--- config.mk ---
export PLATFORM = sky130hd
export DESIGN_NAME = ps2_key_decoder
export DESIGN_NICKNAME = d
export VERILOG_FILES = /design/src/rtl/ps2_pkg.sv /design/src/rtl/ps2_frame_rx.sv /design/src/rtl/ps2_key_decoder.sv
export SDC_FILE = /design/constraint.sdc
export NUM_CORES = 1
export LEC_CHECK = 0
export BUFFER_PORTS_ARGS = -buffer_cell sky130_fd_sc_hd__buf_2
export CAP_MARGIN = 20
export CORE_UTILIZATION = 45
export CTS_BUF_LIST = sky130_fd_sc_hd__clkbuf_16
export CTS_CLUSTER_DIAMETER = 100
export DETAILED_ROUTE_END_ITERATION = 7
export SLEW_MARGIN = 10
export SYNTH_ARGS = -nofsm -noshare
export SYNTH_HDL_FRONTEND = slang
export SYNTH_SLANG_ARGS = --single-unit
--- constraint.sdc ---
create_clock -name clk -period 2.5 [get_ports clk]
set_input_delay 0.125 -clock clk [delete_from_list [all_inputs] [get_ports clk]]
set_output_delay 0.125 -clock clk [all_outputs]
set_load 0.05 [all_outputs]
--- src/rtl/ps2_pkg.sv ---
// Shared constants for the PS/2 keyboard front end: scan codes, key indices,
// frame-receiver and make/break decoder state encodings, and a scan-code to
// key-mask lookup used by the decoder.
package ps2_pkg;

    // Scan-code set 2 values of interest
    localparam logic [7:0] SC_A     = 8'h1C;
    localparam logic [7:0] SC_W     = 8'h1D;
    localparam logic [7:0] SC_D     = 8'h23;
    localparam logic [7:0] SC_X     = 8'h22;
    localparam logic [7:0] SC_S     = 8'h1B;
    localparam logic [7:0] SC_SPACE = 8'h29;
    localparam logic [7:0] SC_ESC   = 8'h76;
    localparam logic [7:0] SC_BREAK = 8'hF0;
    localparam logic [7:0] SC_EXT   = 8'hE0;

    // Bit positions in the 7-bit key vector
    localparam int KEY_A     = 0;
    localparam int KEY_W     = 1;
    localparam int KEY_D     = 2;
    localparam int KEY_X     = 3;
    localparam int KEY_S     = 4;
    localparam int KEY_SPACE = 5;
    localparam int KEY_ESC   = 6;
    localparam int NUM_KEYS  = 7;

    typedef enum logic [1:0] {
        ST_IDLE,
        ST_DATA,
        ST_PARITY,
        ST_STOP
    } frame_state_t;

    typedef enum logic [1:0] {
        DEC_NORMAL,
        DEC_BREAK,
        DEC_EXT,
        DEC_EXT_BREAK
    } dec_state_t;

    // One-hot key mask for a scan code; all-zero for codes we do not track.
    function automatic logic [NUM_KEYS-1:0] key_onehot(input logic [7:0] code);
        logic [NUM_KEYS-1:0] m;
        m = '0;
        case (code)
            SC_A:     m[KEY_A]     = 1'b1;
            SC_W:     m[KEY_W]     = 1'b1;
            SC_D:     m[KEY_D]     = 1'b1;
            SC_X:     m[KEY_X]     = 1'b1;
            SC_S:     m[KEY_S]     = 1'b1;
            SC_SPACE: m[KEY_SPACE] = 1'b1;
            SC_ESC:   m[KEY_ESC]   = 1'b1;
            default:  m = '0;
        endcase
        return m;
    endfunction

endpackage

--- src/rtl/ps2_frame_rx.sv ---
// PS/2 device-to-host frame receiver: sync + glitch filter + watchdog + 11-bit frame FSM.
// Latency: rx_valid/rx_err one cycle after the filtered falling edge of the stop bit.
// Backpressure: none; the keyboard cannot be stalled, every byte is presented once.
// Ports: clk, reset (async active-low), ps2_clk/ps2_data raw pins in;
//        rx_byte[7:0] + rx_valid (good frame), rx_err (bad start/parity/stop/timeout) out.
module ps2_frame_rx
    import ps2_pkg::*;
#(
    parameter int FILTER_LEN  = 8,
    parameter int TIMEOUT_CYC = 200000
) (
    input  logic       clk,
    input  logic       reset,
    input  logic       ps2_clk,
    input  logic       ps2_data,
    output logic [7:0] rx_byte,
    output logic       rx_valid,
    output logic       rx_err
);

    localparam int WD_W = $clog2(TIMEOUT_CYC + 1);

    logic [1:0]      clk_sync;
    logic [1:0]      dat_sync;
    logic [3:0]      filt_cnt;
    logic            filt_clk;
    logic            filt_clk_q;
    logic            fall;
    logic            sdata;
    frame_state_t    state;
    logic [2:0]      bit_cnt;
    logic [7:0]      shift;
    logic            par_ok;
    logic [WD_W-1:0] wd_cnt;

    assign fall    = filt_clk_q & ~filt_clk;
    assign sdata   = dat_sync[1];
    assign rx_byte = shift;

    // Synchronisers reset to the idle bus level so release of reset never
    // looks like a clock edge. The filtered level only moves after
    // FILTER_LEN consecutive samples that disagree with it.
    always_ff @(posedge clk or negedge reset) begin
        if (!reset) begin
            clk_sync   <= 2'b11;
            dat_sync   <= 2'b11;
            filt_cnt   <= '0;
            filt_clk   <= 1'b1;
            filt_clk_q <= 1'b1;
        end else begin
            clk_sync   <= {clk_sync[0], ps2_clk};
            dat_sync   <= {dat_sync[0], ps2_data};
            filt_clk_q <= filt_clk;
            if (clk_sync[1] == filt_clk) begin
                filt_cnt <= '0;
            end else if (filt_cnt == 4'(FILTER_LEN - 1)) begin
                filt_clk <= clk_sync[1];
                filt_cnt <= '0;
            end else begin
                filt_cnt <= filt_cnt + 4'd1;
            end
        end
    end

    always_ff @(posedge clk or negedge reset) begin
        if (!reset) begin
            state    <= ST_IDLE;
            bit_cnt  <= '0;
            shift    <= '0;
            par_ok   <= 1'b0;
            wd_cnt   <= '0;
            rx_valid <= 1'b0;
            rx_err   <= 1'b0;
        end else begin
            rx_valid <= 1'b0;
            rx_err   <= 1'b0;

            if (state == ST_IDLE || fall)
                wd_cnt <= '0;
            else
                wd_cnt <= wd_cnt + 1'b1;

            if (state != ST_IDLE && !fall && wd_cnt == WD_W'(TIMEOUT_CYC - 1)) begin
                // Keyboard went quiet mid-frame: drop the partial byte.
                state  <= ST_IDLE;
                rx_err <= 1'b1;
            end else if (fall) begin
                case (state)
                    ST_IDLE: begin
                        if (!sdata) begin
                            state   <= ST_DATA;
                            bit_cnt <= '0;
                        end else begin
                            rx_err <= 1'b1;
                        end
                    end
                    ST_DATA: begin
                        shift   <= {sdata, shift[7:1]};  // LSB arrives first
                        bit_cnt <= bit_cnt + 3'd1;
                        if (bit_cnt == 3'd7)
                            state <= ST_PARITY;
                    end
                    ST_PARITY: begin
                        par_ok <= ^{sdata, shift};       // odd parity -> XOR is 1
                        state  <= ST_STOP;
                    end
                    ST_STOP: begin
                        state <= ST_IDLE;
                        if (sdata && par_ok)
                            rx_valid <= 1'b1;
                        else
                            rx_err <= 1'b1;
                    end
                    default: state <= ST_IDLE;
                endcase
            end
        end
    end

endmodule

--- src/rtl/ps2_key_decoder.sv ---
// PS/2 keyboard to held-key levels for A, W, D, X, S, space, esc (scan-code set 2 make/break).
// Latency: key level changes 2 cycles after the filtered falling edge of the stop bit.
// Backpressure: none; outputs are levels, frame_err is a one-cycle pulse.
// Ports: clk, reset (async active-low), PS2_CLK/PS2_DATA raw pins in;
//        key_* levels, frame_err pulse out; key_press[6:0] rising-edge pulses
//        (A,W,D,X,S,space,esc at bits 0..6) only when KEY_PRESS_PULSE_EN is defined.
module ps2_key_decoder
    import ps2_pkg::*;
#(
    parameter int FILTER_LEN  = 8,
    parameter int TIMEOUT_CYC = 200000
) (
    input  logic       clk,
    input  logic       reset,
    input  logic       PS2_CLK,
    input  logic       PS2_DATA,
    output logic       key_A,
    output logic       key_W,
    output logic       key_D,
    output logic       key_X,
    output logic       key_S,
    output logic       key_space,
    output logic       key_esc,
    output logic       frame_err
`ifdef KEY_PRESS_PULSE_EN
    ,
    output logic [6:0] key_press
`endif
);

    logic [7:0]          rx_byte;
    logic                rx_valid;
    logic                rx_err;
    dec_state_t          dec_state;
    logic [NUM_KEYS-1:0] keys;
    logic [NUM_KEYS-1:0] code_mask;
    logic                is_prefix;
    logic [NUM_KEYS-1:0] make_mask;

    ps2_frame_rx #(
        .FILTER_LEN  (FILTER_LEN),
        .TIMEOUT_CYC (TIMEOUT_CYC)
    ) u_frame_rx (
        .clk      (clk),
        .reset    (reset),
        .ps2_clk  (PS2_CLK),
        .ps2_data (PS2_DATA),
        .rx_byte  (rx_byte),
        .rx_valid (rx_valid),
        .rx_err   (rx_err)
    );

    always_comb begin
        code_mask = key_onehot(rx_byte);
        is_prefix = (rx_byte == SC_BREAK) || (rx_byte == SC_EXT);
        make_mask = '0;
        if (rx_valid && !is_prefix && dec_state == DEC_NORMAL)
            make_mask = code_mask;
    end

    always_ff @(posedge clk or negedge reset) begin
        if (!reset) begin
            dec_state <= DEC_NORMAL;
            keys      <= '0;
        end else if (rx_err) begin
            // A lost frame may have been a prefix; restart cleanly, keep levels.
            dec_state <= DEC_NORMAL;
        end else if (rx_valid) begin
            if (rx_byte == SC_BREAK) begin
                if (dec_state == DEC_NORMAL)
                    dec_state <= DEC_BREAK;
                else if (dec_state == DEC_EXT)
                    dec_state <= DEC_EXT_BREAK;
            end else if (rx_byte == SC_EXT) begin
                dec_state <= DEC_EXT;
            end else begin
                // Extended codes never touch the game keys.
                if (dec_state == DEC_BREAK)
                    keys <= keys & ~code_mask;
                else
                    keys <= keys | make_mask;
                dec_state <= DEC_NORMAL;
            end
        end
    end

`ifdef KEY_PRESS_PULSE_EN
    // Only keys not already held pulse, so typematic repeats stay silent.
    always_ff @(posedge clk or negedge reset) begin
        if (!reset)
            key_press <= '0;
        else
            key_press <= make_mask & ~keys;
    end
`endif

    assign key_A     = keys[KEY_A];
    assign key_W     = keys[KEY_W];
    assign key_D     = keys[KEY_D];
    assign key_X     = keys[KEY_X];
    assign key_S     = keys[KEY_S];
    assign key_space = keys[KEY_SPACE];
    assign key_esc   = keys[KEY_ESC];
    assign frame_err = rx_err;

endmodule

Yosys cells after proc, flatten, opt, wreduce, memory -nomap -nowiden
Cells that the tools add are included.
- bits of input ports: 4
- logic and storage cells: 106
- register bits: 53
- output and inout port bits: 8
- mux-type cells: 34
- bitwise gates (word level): 10
- $add $sub $neg: 3
- reduce and logical (&&, ||, !) cells: 23
- equal/unequal tests: 22
- operators by type and width (kind ; count):
    8-bit by 5-bit == test with 1-bit output, second input constant ; 3
    8-bit by 6-bit == test with 1-bit output, second input constant ; 3
    2-bit 2-to-1 mux ; 10
    18-bit by 1-bit adder with 18-bit output, second input constant ; 1
    18-bit == test, second input constant ; 1
    18-bit 2-to-1 mux ; 1
    8-bit == test, second input constant ; 2
    1-bit 2-to-1 mux ; 15
    7-bit 2-to-1 mux ; 2
    3-bit AND reduction ; 3
    9-bit parity ; 1
    8-bit by 7-bit == test with 1-bit output, second input constant ; 1
    4-bit 2-to-1 mux ; 2
    2-bit one-hot mux with 4 select lines ; 1
    4-bit AND reduction ; 2
    2-bit nonzero test ; 4
    7-bit AND ; 1
    7-bit NOT ; 1
    7-bit OR ; 1
    2-bit == test, second input constant ; 3
    1-bit NOT ; 6
    3-bit one-hot mux with 2 select lines ; 1
    1-bit logical AND ; 5
    4-bit by 1-bit adder with 4-bit output, second input constant ; 1
    other kinds (16) ; 21

Logic depth before layout (Yosys ltp)
Gate-level depths: netlist (run 1).
- word-level depth: 8
- gate-level depth with buffers: 6
- mapped depth without buffers: 6

Hierarchy
From an unflattened synthesis (run 1), not the netlist that was laid out.
- cells, all modules: 231
- area, all modules: 2591.2 um^2
- modules (own cells, without submodules) (module ; sequential area each (um^2) ; instances ; area each (um^2) ; cells each):
    ps2_frame_rx ; 1108.6 ; 1 ; 2069.5 ; 178
    ps2_key_decoder ; 225.2 ; 1 ; 521.8 ; 53

Least setup slack after synthesis (run 1)
No wires, ideal clock.
- kind: reg2reg
- start point: register u_frame_rx.rx_err
- end point: register keys[2]
- stages on the path, launching flop included: 5
- setup time: 0.079 ns
- path slack: 0.955 ns
- buffers on the path: 0
- data required time: 2.421 ns
- clock period less this slack: 1.545 ns
- arrival time: 1.466 ns
- cell sequence: dfrtp_1 nand3b_1 a211o_1 nor3b_1 mux2i_1
- cells in the longest elaborated chain, start to end: 2
- ends and longest elaborated chain (what ; line ; source):
    start, declared ; ps2_frame_rx.sv:18 ; output logic rx_err
    start signal, assigned ; ps2_frame_rx.sv:73 ; rx_err <= 1'b0;
    start signal, assigned ; ps2_frame_rx.sv:76 ; rx_err <= 1'b0;
    start signal, assigned ; ps2_frame_rx.sv:86 ; rx_err <= 1'b1;
    1-bit NOT (no line) ; - ;
    4-bit AND reduction (no line) ; - ;
    end signal, assigned ; ps2_key_decoder.sv:79 ; keys <= keys & ~code_mask;
    end signal, assigned ; ps2_key_decoder.sv:81 ; keys <= keys | make_mask;
    end, declared ; ps2_key_decoder.sv:35 ; logic [NUM_KEYS-1:0] keys;
No other way between the ends.
A chain may end at the register's enable or synchronous reset.

Worst setup path in the final report (run 1)
- start point: register u_frame_rx.filt_clk_q
- end point: register u_frame_rx.bit_cnt[0]
- cells in the longest elaborated chain, start to end: 6
- ends and longest elaborated chain (what ; line ; source):
    start, declared ; ps2_frame_rx.sv:27 ; logic filt_clk_q;
    start signal, assigned ; ps2_frame_rx.sv:53 ; filt_clk_q <= filt_clk;
    1-bit AND * ; ps2_frame_rx.sv:36 ; assign fall = filt_clk_q & ~filt_clk;
    1-bit logical NOT ; ps2_frame_rx.sv:83 ; if (state != ST_IDLE && !fall && wd_cnt == WD_W'(TIMEOUT_CYC - 1)) begin
    1-bit logical AND (2 in series) ; ps2_frame_rx.sv:83 ;
    1-bit NOT (no line) ; - ;
    4-bit AND reduction (no line) * ; - ;
    end signal, assigned ; ps2_frame_rx.sv:99 ; bit_cnt <= bit_cnt + 3'd1;
    end, declared ; ps2_frame_rx.sv:31 ; logic [2:0] bit_cnt;
Every way passes the cells marked *; elsewhere a longest branch is shown, timed or not.

==> results of run 1 <==
area by class of cell:
type / count / area (sq um)
Sequential cell: 53 / 1330
Tap cell: 72 / 90.1
Clock buffer: 5 / 125
Multi-Input combinational cell: 181 / 1270
Inverter: 17 / 63.8
Clock inverter: 3 / 25.0
Timing Repair Buffer: 16 / 100
Fill cell: 474 / 2630
synthesized netlist by cell type (3+ instances only):
master	number	share of area
xnor2_1	7	0.023
dfstp_2	6	0.059
nor3_1	4	0.0074
and2_1	5	0.012
mux2i_1	5	0.019
xor2_1	9	0.029
o21ai_0	17	0.032
or3_1	3	0.0070
a21oi_1	11	0.020
and3_1	3	0.0070
nor2_1	17	0.024
nand3_1	9	0.017
mux2_2	3	0.013
buf_2	3	0.0056
o31ai_1	4	0.011
nand4_1	6	0.014
dfrtp_1	47	0.44
nor2b_1	3	0.0070
inv_1	17	0.024
ha_1	23	0.11
nand2_1	22	0.031
metrics by stage:
stage | area [sq um] | setup slack, ns | hold slack [ns] | util | std cells
after detailed placement | 2830 | 0.582 | 0.223 | 0.502 | 336
after global routing | 3010 | 0.249 | 0.361 | 0.534 | 347
after global placement | 2830 | 0.658 | 0.222 | 0.502 | 336
final | 3010 | 0.582 | 0.358 | 0.534 | 347
after CTS | 3010 | 0.559 | 0.360 | 0.534 | 347
after floorplan | 2690 | 0.955 | -0.171 | - | 256
repair_timing:
item	4_1_cts	5_1_grt
hold endpoints to repair	31	0
setup endpoints to repair	0	0
hold buffers	3	0
power by group:
group | internal, uW | switching, uW | leakage [uW]
registers | 999 | 114 | 0.000702
clock network | 377 | 324 | 0.0000704
logic | 257 | 343 | 0.000614
total | 1630 | 781 | 0.00139
registers in the layout (all words and copies together), names as in the netlist:
register / flops
u_frame_rx.rx_byte: 8
keys: 7
u_frame_rx.wd_cnt: 18
u_frame_rx.par_ok: 1
u_frame_rx.filt_cnt: 4
u_frame_rx.rx_valid: 1
u_frame_rx.filt_clk: 1
dec_state: 2
u_frame_rx.dat_sync: 2
u_frame_rx.clk_sync: 2
u_frame_rx.filt_clk_q: 1
u_frame_rx.state: 2
u_frame_rx.rx_err: 1
u_frame_rx.bit_cnt: 3
logic make-up after synthesis:
| logic type | count (synthesis) |
|---|---|
| xor gates and xnor gates | 16 |
| adders and majority gates | 23 |
| AOI/OAI and AO/OA | 41 |
| DFF | 53 |
| muxes | 8 |
| and+or+nand+nor | 93 |
| buffers and inverters | 22 |
metal layers:
metal	wire, um	track usage
met5	0	0
met4	59	0.0545
met3	96	0.0343
met2	1850	0.235
met1	2520	0.253
worst register-to-register path, delay by kind of cell, from the launching register on:
kind	cells	cell delay, ns
flops	1	0.51
mux	1	0.19
simple gates	3	1.16
how the worst max path moves through the flow:
stage | from | to | slack [ns] | cells after the start
after floorplan | u_frame_rx.rx_err | keys[2] | 0.95 | 4
after global placement | u_frame_rx.filt_clk_q | u_frame_rx.bit_cnt[0] | 0.66 | 4
after detailed placement | u_frame_rx.filt_clk_q | u_frame_rx.bit_cnt[0] | 0.58 | 4
after CTS | u_frame_rx.filt_clk_q | u_frame_rx.bit_cnt[0] | 0.56 | 4
after global routing | u_frame_rx.filt_clk_q | u_frame_rx.bit_cnt[0] | 0.25 | 4
final | u_frame_rx.filt_clk_q | u_frame_rx.bit_cnt[0] | 0.58 | 4
==> flow_summary.json, run 1 <==
{
  "critical_path.max_fanout": 16,
  "synth-xor-area-share": 0.0520,
  "grt_first_pass_wirelength_um": 7970,
  "hold_path_class": "reg -> reg",
  "leakage_uw": 0.00139,
  "clock_latency_ns": 0.29,
  "yosysSeqAreaShare": 0.495,
  "final_cell_mix": "dfrtp_1, ha_1, nand2_1",
  "io_pins": 12,
  "synth_warnings": 0,
  "post-route-drc-count": 0,
  "r2r_start": "u_frame_rx.filt_clk_q",
  "max_stage_delay_ns": 0.51,
  "detailedPlacementHpwl_um": 3250,
  "hold_path_depth": 0,
  "period_share": 0.767,
  "n_antenna_cell": 0,
  "cp_data_required_time_ns": 2.73,
  "cp.arrival_ns": 2.15,
  "num_vias": 1818,
  "clkTransAtPathRegs_ns": 0.07,
  "max_freq_mhz": 521,
  "ir_worst_vdd_uv": 518,
  "synth_top_family_by_area": "simple AND/OR/NAND/NOR gates",
  "firstDrtPassIters": 4,
  "r2r_setup_slack_ns": 0.58,
  "tightest_slew_ns": 0.703,
  "dr.first_iter.drc_count": 90,
  "cp-start-kind": "flip-flop",
  "period_needed_ns": 1.92,
  "total_power_uw": 2410,
  "drv_cap": 0,
  "cp.buffers_inverters": 0,
  "ys_ff_latch": 53,
  "drive_gt1_frac": 0.131,
  "finalSetupViolCount": 0,
  "drv_slew": 0,
  "antenna_found_initial": 0,
  "post_cts_resized": 0,
  "hold_end": "u_frame_rx.dat_sync[1]",
  "dieArea_sq_mm": 0.00630,
  "synth_top_flop_cell": "dfrtp_1",
  "clock_sinks": 53,
  "clockBufferDepth": 2,
  "nets": 301,
  "grt_use_total": 0.167,
  "globalplace.congestion": 0.718,
  "cts_inserted_buffers": 5,
  "cts_tree": "built",
  "worst_r2r_path_depth": 4,
  "layout_commonest_cell": "dfrtp_1",
  "synth-simple-area-share": 0.192,
  "crit_type": "reg -> reg",
  "ant_nets": 0,
  "avgRoutedWirePerCell_um": 13.0,
  "skew_ns": 0.00399,
  "synthCells": 256,
  "die_y_um": 79.4,
  "cpLargestDelayFamily": "simple AND/OR/NAND/NOR gates",
  "area_growth_pct": 11.8,
  "critPathCaptureType": "flip-flop",
  "synth_edf_count": 0,
  "postSynthAreaPerCell_sq_um": 10.5,
  "rsz0062_at_grt": "no",
  "synth_fa_ha_area_frac": 0.107,
  "ctsHtreeMaxLevel": 2,
  "powerDensity_mw_per_mm2": 802,
  "synth_nets": 283,
  "routed_wl_um": 4530,
  "synth-async-reset-ratio": 1.00,
  "final_hold_viol_count": 0,
  "core_sq_mm": 0.00564,
  "worst_slew_margin_rel": 0.531,
  "row_count": 27,
  "vias_per_cell": 5.24,
  "synthMuxAreaShare": 0.0311,
  "grt_pass1_vias": 1669,
  "setup_tns_ns": 0,
  "worst_path_max_delay_cell": "dfstp_2",
  "initial_utilization": 0.477,
  "crit_chain": "nor2b_1 -> nand2_1 -> nor2_1 -> mux2_2",
  "root_buffer": "clkbuf_16",
  "die_w_um": 79.4,
  "port_buffers": 11,
  "holdCritStartpoint": "u_frame_rx.dat_sync[0]",
  "yosys.cell_types.count": 44,
  "synth.cell_area_sq_mm": 0.00269,
  "overflow": 0,
  "post-cts-setup-buffers": 0,
  "r2r_end": "u_frame_rx.bit_cnt[0]",
  "status": "finished clean",
  "grt_max_degree": 32,
  "synth_compound_area_frac": 0.0910
}
(Power assumes the default switching activity.)
==> run 2, diff against run 1 <==
ABC_AREA = 1   (was unset)
clock period = 2 ns   (was 2.5 ns; I/O delays follow)
==> flow_summary.json, run 2 <==
{
  "cts_tree": "built",
  "synth_warnings": 0,
  "port_buffers": 11,
  "vias_per_cell": 4.79,
  "synth_nets": 372,
  "r2r_end": "u_frame_rx.wd_cnt[9]",
  "dr.first_iter.drc_count": 92,
  "path_depth": 7,
  "final_hold_viol_count": 0,
  "core_sq_mm": 0.00603,
  "finalSetupViolCount": 0,
  "routed_wl_um": 4940,
  "p_comb_frac": 0.235,
  "worst_r2r_path_depth": 7,
  "leakage_uw": 0.00149,
  "tightest_slew_ns": 0.386,
  "switching_share": 0.318,
  "critPathMostFrequentCell": "inv_1",
  "r2r_setup_slack_ns": 0.40,
  "avgRoutedWirePerCell_um": 11.2,
  "power.share.clock": 0.291,
  "drv_slew": 0,
  "yosysSeqAreaShare": 0.469,
  "ir_worst_vdd_uv": 474,
  "placed_cell_area_sq_mm": 0.00302,
  "synth_top_flop_cell": "dfrtp_1",
  "synth_top_area_cell": "dfrtp_1",
  "synth_top_area_frac": 0.413,
  "largest_reg_flops": 18,
  "period_share": 0.802,
  "setup_tns_ns": 0,
  "grt_use_total": 0.175,
  "period_needed_ns": 1.60,
  "cpLargestDelayFamily": "buffers and inverters",
  "grt_first_pass_wirelength_um": 8910,
  "final_util": 0.528,
  "hold_path_class": "in -> async",
  "row_count": 28,
  "firstDrtPassIters": 4,
  "yosys.cell_types.count": 28,
  "synth_edf_count": 0,
  "io_pins": 12,
  "worst_path_max_delay_cell": "dfrtp_1",
  "post-route-drc-count": 0,
  "dieArea_sq_mm": 0.00665,
  "worst_slack_ns": 0.396,
  "clock_sinks": 53,
  "root_buffer": "clkbuf_16",
  "max_freq_mhz": 623,
  "clockBufferDepth": 2,
  "clock_latency_ns": 0.28,
  "critical_path.max_fanout": 10,
  "powerDensity_mw_per_mm2": 866,
  "drv_cap": 0,
  "crit_chain": "inv_1 -> ha_1 -> inv_1 -> nand2_2 -> clkinv_1 -> o21ai_0 -> a21oi_1",
  "die_w_um": 81.5,
  "synth.most_common_cell": "nand2_1",
  "layout_commonest_cell": "nand2_1",
  "postSynthAreaPerCell_sq_um": 8.25,
  "area_growth_pct": 11.9,
  "critPathCaptureType": "flip-flop",
  "grt_max_degree": 54,
  "synth-async-reset-ratio": 1.00,
  "num_vias": 2120,
  "die_y_um": 81.5,
  "status": "finished clean",
  "cp.arrival_ns": 1.77,
  "skew_ns": 0.00688,
  "post_cts_resized": 0,
  "initial_utilization": 0.472,
  "internal-power_uw": 1880,
  "final_cell_mix": "nand2_1, inv_1, nor2_1, dfrtp_1, ha_1",
  "place_ws_ns": 0.372,
  "synth.cell_area_sq_mm": 0.00285,
  "crit_type": "reg -> reg",
  "cp_data_required_time_ns": 2.17,
  "n_antenna_cell": 0,
  "drive_gt1_frac": 0.106,
  "synth_common_cells": "nand2_1, inv_1, dfrtp_1, nor2_1, ha_1",
  "rsz0062_at_grt": "no",
  "switchingPower_uw": 876,
  "cp.buffers_inverters": 3,
  "synthCells": 345,
  "ys_ff_latch": 53,
  "antenna_found_initial": 0,
  "clkTransAtPathRegs_ns": 0.07,
  "cts_inserted_buffers": 5,
  "grt_pass1_vias": 2105,
  "post-cts-setup-buffers": 0,
  "r2r_start": "u_frame_rx.state[1]",
  "placed_cells": 432,
  "ys_top_cells_by_area": "dfrtp_1, ha_1, nand2_1",
  "cp-start-kind": "flip-flop",
  "worst_slew_margin_rel": 0.742,
  "nets": 394,
  "seqPwrFrac": 0.474,
  "globalplace.congestion": 0.805,
  "max_flop_register": "u_frame_rx.wd_cnt",
  "overflow": 0,
  "ant_nets": 0,
  "fin_area_sq_mm": 0.00318,
  "detailedPlacementHpwl_um": 3690,
  "startpoint": "u_frame_rx.state[1]",
  "ctsHtreeMaxLevel": 2,
  "instances_no_fill": 443,
  "max_stage_delay_ns": 0.41
}
## run 2: cell types whose count changed after synthesis, moves of 4 or more
cell	before	now
xor2_1	9	2
nor2_1	17	47
a21oi_1	11	19
xnor2_1	7	3
o31ai_1	4	0
nor3_1	4	11
mux2i_1	5	0
and2_1	5	0
inv_1	17	53
nand2_1	22	74
## run 2: layout make-up
class	instances	area (sq um)
fillers	564	2840
flip-flops and latches	53	1330
multi-input cells	237	1310
inverters	54	203
clock buffers	5	125
repair buffers	16	113
well taps	75	93.8
clock inverters	3	11.3
## run 2: cells by family after synthesis
group / count (synthesis) / synth area share
adder cells (fa/ha/maj): 23 / 0.101
buffers and inverters: 55 / 0.0730
flip-flops: 53 / 0.469
AO/OA/AOI/OAI: 41 / 0.0747
AND/OR/NAND/NOR: 168 / 0.267
XOR/XNOR: 5 / 0.0154
## run 2: timing repair
action	CTS	global route
hold buffers	3	0
endpoints found under the setup margin	0	0
hold endpoints to repair	49	0
## run 2: metal layers
metal	global-route usage	up-vias	wire [um]	part of all wire
li1	-	1138	-	-
met1	0.228	952	2440	0.49
met2	0.290	28	2350	0.48
met3	0.0333	2	129	0.026
met4	0.0589	0	26	0.0053
met5	0	-	0	0
## run 2: how the worst max path moves through the flow
stage                       endpoint
2_1_floorplan      u_frame_rx.par_ok
3_3_place_gp     u_frame_rx.state[0]
3_5_place_dp   u_frame_rx.wd_cnt[14]
4_1_cts        u_frame_rx.wd_cnt[14]
5_1_grt          u_frame_rx.state[0]
6_report        u_frame_rx.wd_cnt[9]
## run 2: worst min-delay path, delay by kind of cell
kind     cells  cell delay (ns)
buf+inv      3             0.89
## run 2: power groups by stage
stage | sequential (uW) | combinational (uW) | clock (uW)
after floorplan | 1320 | 484 | 0
after global placement | 1330 | 642 | 0
after detailed placement | 1330 | 654 | 0
after CTS | 1310 | 660 | 833
after global routing | 1330 | 778 | 877
final | 1310 | 647 | 803
## run 2: per-stage QoR
step,total power [uW],hold slack (ns)
final,2760,0.324
after global routing,2980,0.362
after CTS,2800,0.348
after detailed placement,1980,0.117
after global placement,1970,0.118
after floorplan,1800,-0.196
